===== config.mk =====
export PLATFORM = sky130hd
export DESIGN_NAME = ex_stage
export DESIGN_NICKNAME = d
export VERILOG_FILES = /design/src/rtl/ex_stage.sv
export SDC_FILE = /design/constraint.sdc
export NUM_CORES = 2
export LEC_CHECK = 0
export CORE_MARGIN = 1
export CORE_UTILIZATION = 30
export CTS_BUF_LIST = sky130_fd_sc_hd__clkbuf_8
export CTS_CLUSTER_DIAMETER = 60
export CTS_CLUSTER_SIZE = 8
export DETAILED_ROUTE_END_ITERATION = 8
export PLACE_DENSITY = 0.57
export SYNTH_ARGS = -nofsm -noshare
export SYNTH_HDL_FRONTEND = slang
export SYNTH_SLANG_ARGS = --single-unit

===== constraint.sdc =====
create_clock -name clk_i -period 6.69 [get_ports clk_i]
set_clock_uncertainty 0.2 [all_clocks]
set_input_delay 0.669 -clock clk_i [delete_from_list [all_inputs] [get_ports clk_i]]
set_output_delay 0.669 -clock clk_i [all_outputs]
set_load 0.1 [all_outputs]

===== src/rtl/ex_stage.sv =====
// ex_stage: execute stage of a simple in-order pipeline.
// Computes ALU results, resolves branches and jumps, and buffers results in a
// 2-entry FIFO towards the memory stage. A taken branch/jump raises a
// one-cycle redirect pulse to fetch.
// Optional feature: define EX_PERF_EN to add flush_count_o, a saturating
// count of redirect pulses.
//
// Handshakes (valid/ready):
//   decode -> ex : an instruction transfers on a rising edge where
//                  in_valid_i && FD_pipeready && !branchtaken. An instruction
//                  offered while branchtaken is high is wrong-path and is
//                  consumed without effect.
//   ex -> memory : the head entry transfers on a rising edge where
//                  out_valid_o && mem_ready_i. While out_valid_o is high and
//                  mem_ready_i low, the head payload holds steady.
module ex_stage (
    input  logic        clk_i,
    input  logic        reset_i,
    input  logic        in_valid_i,
    input  logic [63:0] pc_i,
    input  logic        RegWrite,
    input  logic        MemRead,
    input  logic        MemWrite,
    input  logic        ALUSrc,
    input  logic        MemToReg,
    input  logic [2:0]  ALUOp,
    input  logic [4:0]  rd,
    input  logic [2:0]  funct3,
    input  logic [2:0]  I_Type,
    input  logic [63:0] immediate64bit,
    input  logic [31:0] rs1Out,
    input  logic [31:0] rs2Out,
    output logic        FD_pipeready,
    output logic        branchtaken,
    output logic [63:0] BranchALUXpipe_out,
    output logic        out_valid_o,
    input  logic        mem_ready_i,
    output logic [63:0] ALUResultX,
    output logic [63:0] StoreDataX,
    output logic [4:0]  rdX,
    output logic [2:0]  funct3X,
    output logic        RegWriteX,
    output logic        MemReadX,
    output logic        MemWriteX,
    output logic        MemToRegX
`ifdef EX_PERF_EN
    ,
    output logic [31:0] flush_count_o
`endif
);

    localparam logic [2:0] ITYPE_BRANCH = 3'd3;
    localparam logic [2:0] ITYPE_JUMP   = 3'd5;

    typedef struct packed {
        logic [63:0] alu;
        logic [63:0] store;
        logic [4:0]  rd;
        logic [2:0]  funct3;
        logic        regwrite;
        logic        memread;
        logic        memwrite;
        logic        memtoreg;
    } entry_t;

    // Operands
    logic [63:0] op_a;
    logic [63:0] rs2_sext;
    logic [63:0] op_b;
    logic [5:0]  shamt;

    // ALU and branch resolution
    logic [63:0] alu_res;
    logic        signed_lt_ab;
    logic        signed_lt_br;
    logic        unsigned_lt_br;
    logic        br_eq;
    logic        br_cond;
    logic        is_branch;
    logic        is_jump;
    logic        taken;
    logic [63:0] target;
    entry_t      new_entry;

    // FIFO and control state
    entry_t      fifo_q [0:1];
    logic [1:0]  count_q, count_d;
    logic        rd_ptr_q, rd_ptr_d;
    logic        wr_ptr_q, wr_ptr_d;
    logic        branchtaken_q, branchtaken_d;
    logic [63:0] target_q, target_d;
    logic        accept;
    logic        deq;
    entry_t      head;

    assign op_a     = {{32{rs1Out[31]}}, rs1Out};
    assign rs2_sext = {{32{rs2Out[31]}}, rs2Out};
    assign op_b     = ALUSrc ? immediate64bit : rs2_sext;
    assign shamt    = op_b[5:0];

    assign signed_lt_ab   = $signed(op_a) < $signed(op_b);
    // Branch comparisons always use rs2, regardless of ALUSrc.
    assign signed_lt_br   = $signed(op_a) < $signed(rs2_sext);
    assign unsigned_lt_br = op_a < rs2_sext;
    assign br_eq          = op_a == rs2_sext;

    // ALU operation select
    always_comb begin
        alu_res = '0;
        case (ALUOp)
            3'd0:    alu_res = op_a + op_b;
            3'd1:    alu_res = op_a - op_b;
            3'd2:    alu_res = op_a & op_b;
            3'd3:    alu_res = op_a | op_b;
            3'd4:    alu_res = op_a ^ op_b;
            3'd5:    alu_res = {63'd0, signed_lt_ab};
            3'd6:    alu_res = op_a << shamt;
            3'd7:    alu_res = op_a >> shamt;
            default: alu_res = '0;
        endcase
    end

    // Branch condition by funct3; codes 2 and 3 never take
    always_comb begin
        br_cond = 1'b0;
        case (funct3)
            3'd0:    br_cond = br_eq;
            3'd1:    br_cond = !br_eq;
            3'd4:    br_cond = signed_lt_br;
            3'd5:    br_cond = !signed_lt_br;
            3'd6:    br_cond = unsigned_lt_br;
            3'd7:    br_cond = !unsigned_lt_br;
            default: br_cond = 1'b0;
        endcase
    end

    assign is_branch = (I_Type == ITYPE_BRANCH);
    assign is_jump   = (I_Type == ITYPE_JUMP);
    assign taken     = is_jump || (is_branch && br_cond);
    assign target    = pc_i + immediate64bit;

    // Branch/jump control bits pass through untouched; jumps retire the link address.
    always_comb begin
        new_entry          = '0;
        new_entry.alu      = is_jump ? (pc_i + 64'd4) : alu_res;
        new_entry.store    = rs2_sext;
        new_entry.rd       = rd;
        new_entry.funct3   = funct3;
        new_entry.regwrite = RegWrite;
        new_entry.memread  = MemRead;
        new_entry.memwrite = MemWrite;
        new_entry.memtoreg = MemToReg;
    end

    assign FD_pipeready = (count_q < 2'd2) && !reset_i;
    assign accept       = in_valid_i && FD_pipeready && !branchtaken_q;
    assign out_valid_o  = (count_q != 2'd0);
    assign deq          = out_valid_o && mem_ready_i;

    // FIFO occupancy, pointers and redirect next state
    always_comb begin
        count_d       = count_q;
        rd_ptr_d      = rd_ptr_q;
        wr_ptr_d      = wr_ptr_q;
        branchtaken_d = accept && taken;
        target_d      = target_q;
        if (accept) begin
            wr_ptr_d = ~wr_ptr_q;
        end
        if (deq) begin
            rd_ptr_d = ~rd_ptr_q;
        end
        case ({accept, deq})
            2'b10:   count_d = count_q + 2'd1;
            2'b01:   count_d = count_q - 2'd1;
            default: count_d = count_q;
        endcase
        if (accept && taken) begin
            target_d = target;
        end
    end

    // State registers; reset clears queue contents and any pending redirect
    always_ff @(posedge clk_i) begin
        if (reset_i) begin
            count_q       <= '0;
            rd_ptr_q      <= 1'b0;
            wr_ptr_q      <= 1'b0;
            branchtaken_q <= 1'b0;
            target_q      <= '0;
            fifo_q[0]     <= '0;
            fifo_q[1]     <= '0;
        end else begin
            count_q       <= count_d;
            rd_ptr_q      <= rd_ptr_d;
            wr_ptr_q      <= wr_ptr_d;
            branchtaken_q <= branchtaken_d;
            target_q      <= target_d;
            if (accept) begin
                fifo_q[wr_ptr_q] <= new_entry;
            end
        end
    end

    assign head               = fifo_q[rd_ptr_q];
    assign ALUResultX         = head.alu;
    assign StoreDataX         = head.store;
    assign rdX                = head.rd;
    assign funct3X            = head.funct3;
    assign RegWriteX          = head.regwrite;
    assign MemReadX           = head.memread;
    assign MemWriteX          = head.memwrite;
    assign MemToRegX          = head.memtoreg;
    assign branchtaken        = branchtaken_q;
    assign BranchALUXpipe_out = target_q;

`ifdef EX_PERF_EN
    logic [31:0] flush_cnt_q, flush_cnt_d;

    // Saturating count of redirect pulses
    always_comb begin
        flush_cnt_d = flush_cnt_q;
        if (branchtaken_q && (flush_cnt_q != 32'hFFFFFFFF)) begin
            flush_cnt_d = flush_cnt_q + 32'd1;
        end
    end

    // Counter register
    always_ff @(posedge clk_i) begin
        if (reset_i) begin
            flush_cnt_q <= '0;
        end else begin
            flush_cnt_q <= flush_cnt_d;
        end
    end

    assign flush_count_o = flush_cnt_q;
`endif

endmodule

==> summary.md <==
| Metric | Value |
|---|---|
| Status | complete, no violations |
| Area leader, netlist | edfxtp_1 |
| Synth Register Bits | around 290 |
| Starting density of the core | between 30% and 40% |
| Worst EP required | approximately 6900 ps |
| DR iter-0 viols | around 4,000 |
| CP delay by family, top | simple AND/OR/NAND/NOR gates |
| Mapped cell area | between 30,000 and 40,000 sq um |
| Gr ovfl total | 0 |
| Post-CTS Setup Bufs | 0 |
| CTS Buf Count | 44 |
| Number of global-route vias before repair | 35,884 |
| Slew HR | 8.38% |
| CP endpoint kind | flop |
| Clk root buf | clkbuf_8 |
| Die Width | 345 microns |
| # rows | between 100 and 150 |
| Core Util, Final | between 30 and 40% |
| Tmin final | between 6000 and 7000 ps |
| Pin count of the biggest net entering global routing | 120 |
| Count leader, synth | a21oi_1 |
| Routed via count | about 38,000 |
| Commonest cells post-synth | a21oi_1 (431), nand2_1 (425), ha_1 (415), nor2_1 (415), o21ai_0 (291) |
| Worst-Margin Slew | around 1400 ps |
| Top FF cell, synth | edfxtp_1 |
| Post-Syn Area per Cell | 8.08 sq um |
| Grt peak-use layer | met2 |
| Pwr dens | ~230 nW/um^2 |
| Synthesized netlist cell count | roughly 4,400 |
| GR Util met2 | just over 50% |
| WHS Endpoint | BranchALUXpipe_out[43] |
| Peak VDD IR | 452 uV |
| Syn. warnings | 0 |
| Final Max Slew Viols | 0 |
| Peak Freq | roughly 160 MHz |
| Clk_lat worst skew | 680 ps |
| Worst path max stage delay | ~770 ps |
| Detail Route Antenna Nets | 0 |
| Critical Path, Cell by Cell | clkdlybuf4s50_1 > nor3b_1 > o21ai_0 > nor3_2 > buf_4 > nand2_1 > or3_1 > nand2_1 > xnor2_1 > ha_1 > a21oi_1 > o21bai_1 > a21o_1 > nor3_1 > a2bb2oi_1 > buf_4 > buf_4 > o21ai_0 > buf_4 > xor2_1 > nor2_1 > o21ai_0 > buf_4 > nor2_1 |
| Die ar. | about 120,000 sq um |
| Worst path depth | 24 |
| Worst r2r dst | fifo_q[0][76] |
| CTS tree | built |
| Post-DR vias/cell | about 5.9 |
| Ports | around 420 |
| Core area | 117,000 sq um |
| Nets | around 5,500 |
| Met1 GRT Util | 38.4% |
| Unique cell type count in the Yosys netlist | 96 |
| P&R area growth vs syn | 23.2% |
| FF-to-FF Start | wr_ptr_q |
| Pleak | between 15 and 20 nW |
| Register area share after synthesis | roughly 22% |
| RSZ-0062 raised after global routing | false |
| Wire length after detailed routing | between 150 and 200 mm |
| Hold path cells | 2 |
| Port Buffers | roughly 420 |
| First-pass GRT wire length | ~270 mm |
| Crit-path most repeated cell | buf_4 |
| Fin. Hold Viols | 0 |
| Post-synth EDFFs | ~220 |
| Placer Congestion | 1.08 |
| Post-DP HPWL | 157 mm |
| Top post-synthesis cells by area | edfxtp_1 (18%), ha_1 (15%), a21oi_1 (6.1%), mux2i_1 (4.6%), nand2_1 (4.5%) |
| Worst Reg2Reg Path Length in Cells | 5 |
| Fin Hold WS | roughly 250 ps |
| Clock Path Buffers | 3 |
| 1st-pass router iterations | 6 |
| Ys async rst share | 0% |
| CTS clk-pin slew, worst paths | approximately 70 ps |
| Slowest library cell on the worst path | nor3b_1 |
| Flop2flop setup slack | 3350 ps |
| Min-delay worst type | reg2reg |
| Die height | about 350 microns |
| Post-DR wirelength/cell | about 30 microns |
| Yosys top cell area share | between 10% and 20% |
| DR DRC count | 0 |
| Met3 Track Usage GR | under 10% |
| Synth Net Count | approximately 5,000 |
| Max Cap Violations | 0 |
| Startpoint types | input pin |
| Layout cells sized above 1 | approximately an eighth |
| Total Routing Usage GR | between 30% and 40% |
| Final Setup Violations | 0 |
| Fin crit share | roughly 94% |
| Hold_sp | BranchALUXpipe_out[43] |
| Number of antenna violations at the first check in global routing | 10 |
| Bufs and invs on worst path | 6 |
| H-tree Lvls | 2 |
| Crit Path Class | in2reg |
| Clock sink total | about 290 |
| Worst Path Max Fanout | 8 |
| Crit path arrival time | 6510 ps |
## cells by family (layout without fill, tap and decap cells)
logic type,Yosys count,in the layout,synth area share (%)
buffers and inverters,502,1027,6.10
AND/OR/NAND/NOR,1360,1360,17.9
multiplexers,323,323,11.0
XOR/XNOR,203,203,5.03
other,0,6,0
flip-flops,286,286,22.3
AO/OA/AOI/OAI,1284,1284,22.8
adder cells (fa/ha/maj),418,418,14.9
## final cells by class
cell class              instances  area, sq um
fillers                     12197        73000
multi-input cells            3588        25400
flip-flops and latches        286         7890
repair buffers                736         6700
well taps                    1524         1910
inverters                     220          830
clock buffers                  46          633
clock inverters                25          143
diodes                          6         15.0
## layer usage
layer  vias up  share of wire (%)
li1      16967                  -
met1     18170                 39
met2      2003                 45
met3       487                7.7
met4         6                8.3
met5         -              0.022
## registers in the layout, indices dropped and copies added, names as in the netlist, named ones only
signal	flops
fifo_q	216
BranchALUXpipe_out	64
count_q	2
branchtaken	1
rd_ptr_q	1
wr_ptr_q	1
## worst max-delay path by stage
stage                                 start              to  slack [ps]
after global placement               ALUSrc  fifo_q[1][124]        -470
after detailed placement             ALUSrc  fifo_q[0][122]        -430
after CTS                            ALUSrc  fifo_q[0][122]         290
after floorplan                      ALUSrc  fifo_q[1][125]         600
after global routing      immediate64bit[2]  fifo_q[0][137]         280
final                     immediate64bit[3]  fifo_q[0][103]         390
## metrics by stage
stage | worst slack (ps) | cells | area, sq um | TNS, ps | power (W)
floorplan | 601 | 4376 | 35300 | 0 | 0.00631
global placement | -471 | 6354 | 42700 | -13200 | 0.00839
detailed placement | -428 | 6354 | 42700 | -10790 | 0.00837
CTS | 287 | 6425 | 43500 | 0 | 0.00983
global route | 279 | 6428 | 43500 | 0 | 0.0102
finish | 394 | 6431 | 43500 | 0 | 0.00988
## worst min-delay path, delay by kind of cell, from the launching register on
family	cells	cell delay, ps
AO/OA/AOI/OAI	1	50
flip-flops	1	310
AND/OR/NAND/NOR	1	50
## cell usage in the layout, fill, tap and decap left out, types with 83 or more instances in the layout
| cell | Yosys | layout |
|---|---|---|
| nand3_1 | 101 | 101 |
| nand2_1 | 425 | 422 |
| mux2i_1 | 164 | 162 |
| edfxtp_1 | 216 | 216 |
| inv_1 | 213 | 229 |
| mux2_2 | 115 | 115 |
| a21o_1 | 83 | 83 |
| ha_1 | 415 | 415 |
| buf_4 | 37 | 306 |
| o21ai_0 | 291 | 291 |
| xnor2_1 | 147 | 147 |
| clkdlybuf4s50_1 | 0 | 417 |
| a21oi_1 | 431 | 430 |
| nor2_1 | 415 | 411 |
## power breakdown
part / leakage (nW) / total, W / switching, W / internal [W]
clock: 0.464 / 0.00144 / 0.000766 / 0.000674
sequential: 2.83 / 0.00217 / 0.0000902 / 0.00208
combinational: 14.8 / 0.00626 / 0.00443 / 0.00183
total: 18.1 / 0.00988 / 0.00529 / 0.00459
## timing repair
item	4_1_cts	5_1_grt
hold buffers	0	0
endpoints found under the setup margin	0	1
gates resized for setup	0	1
No activity file was read; power rests on OpenSTA's default activity.
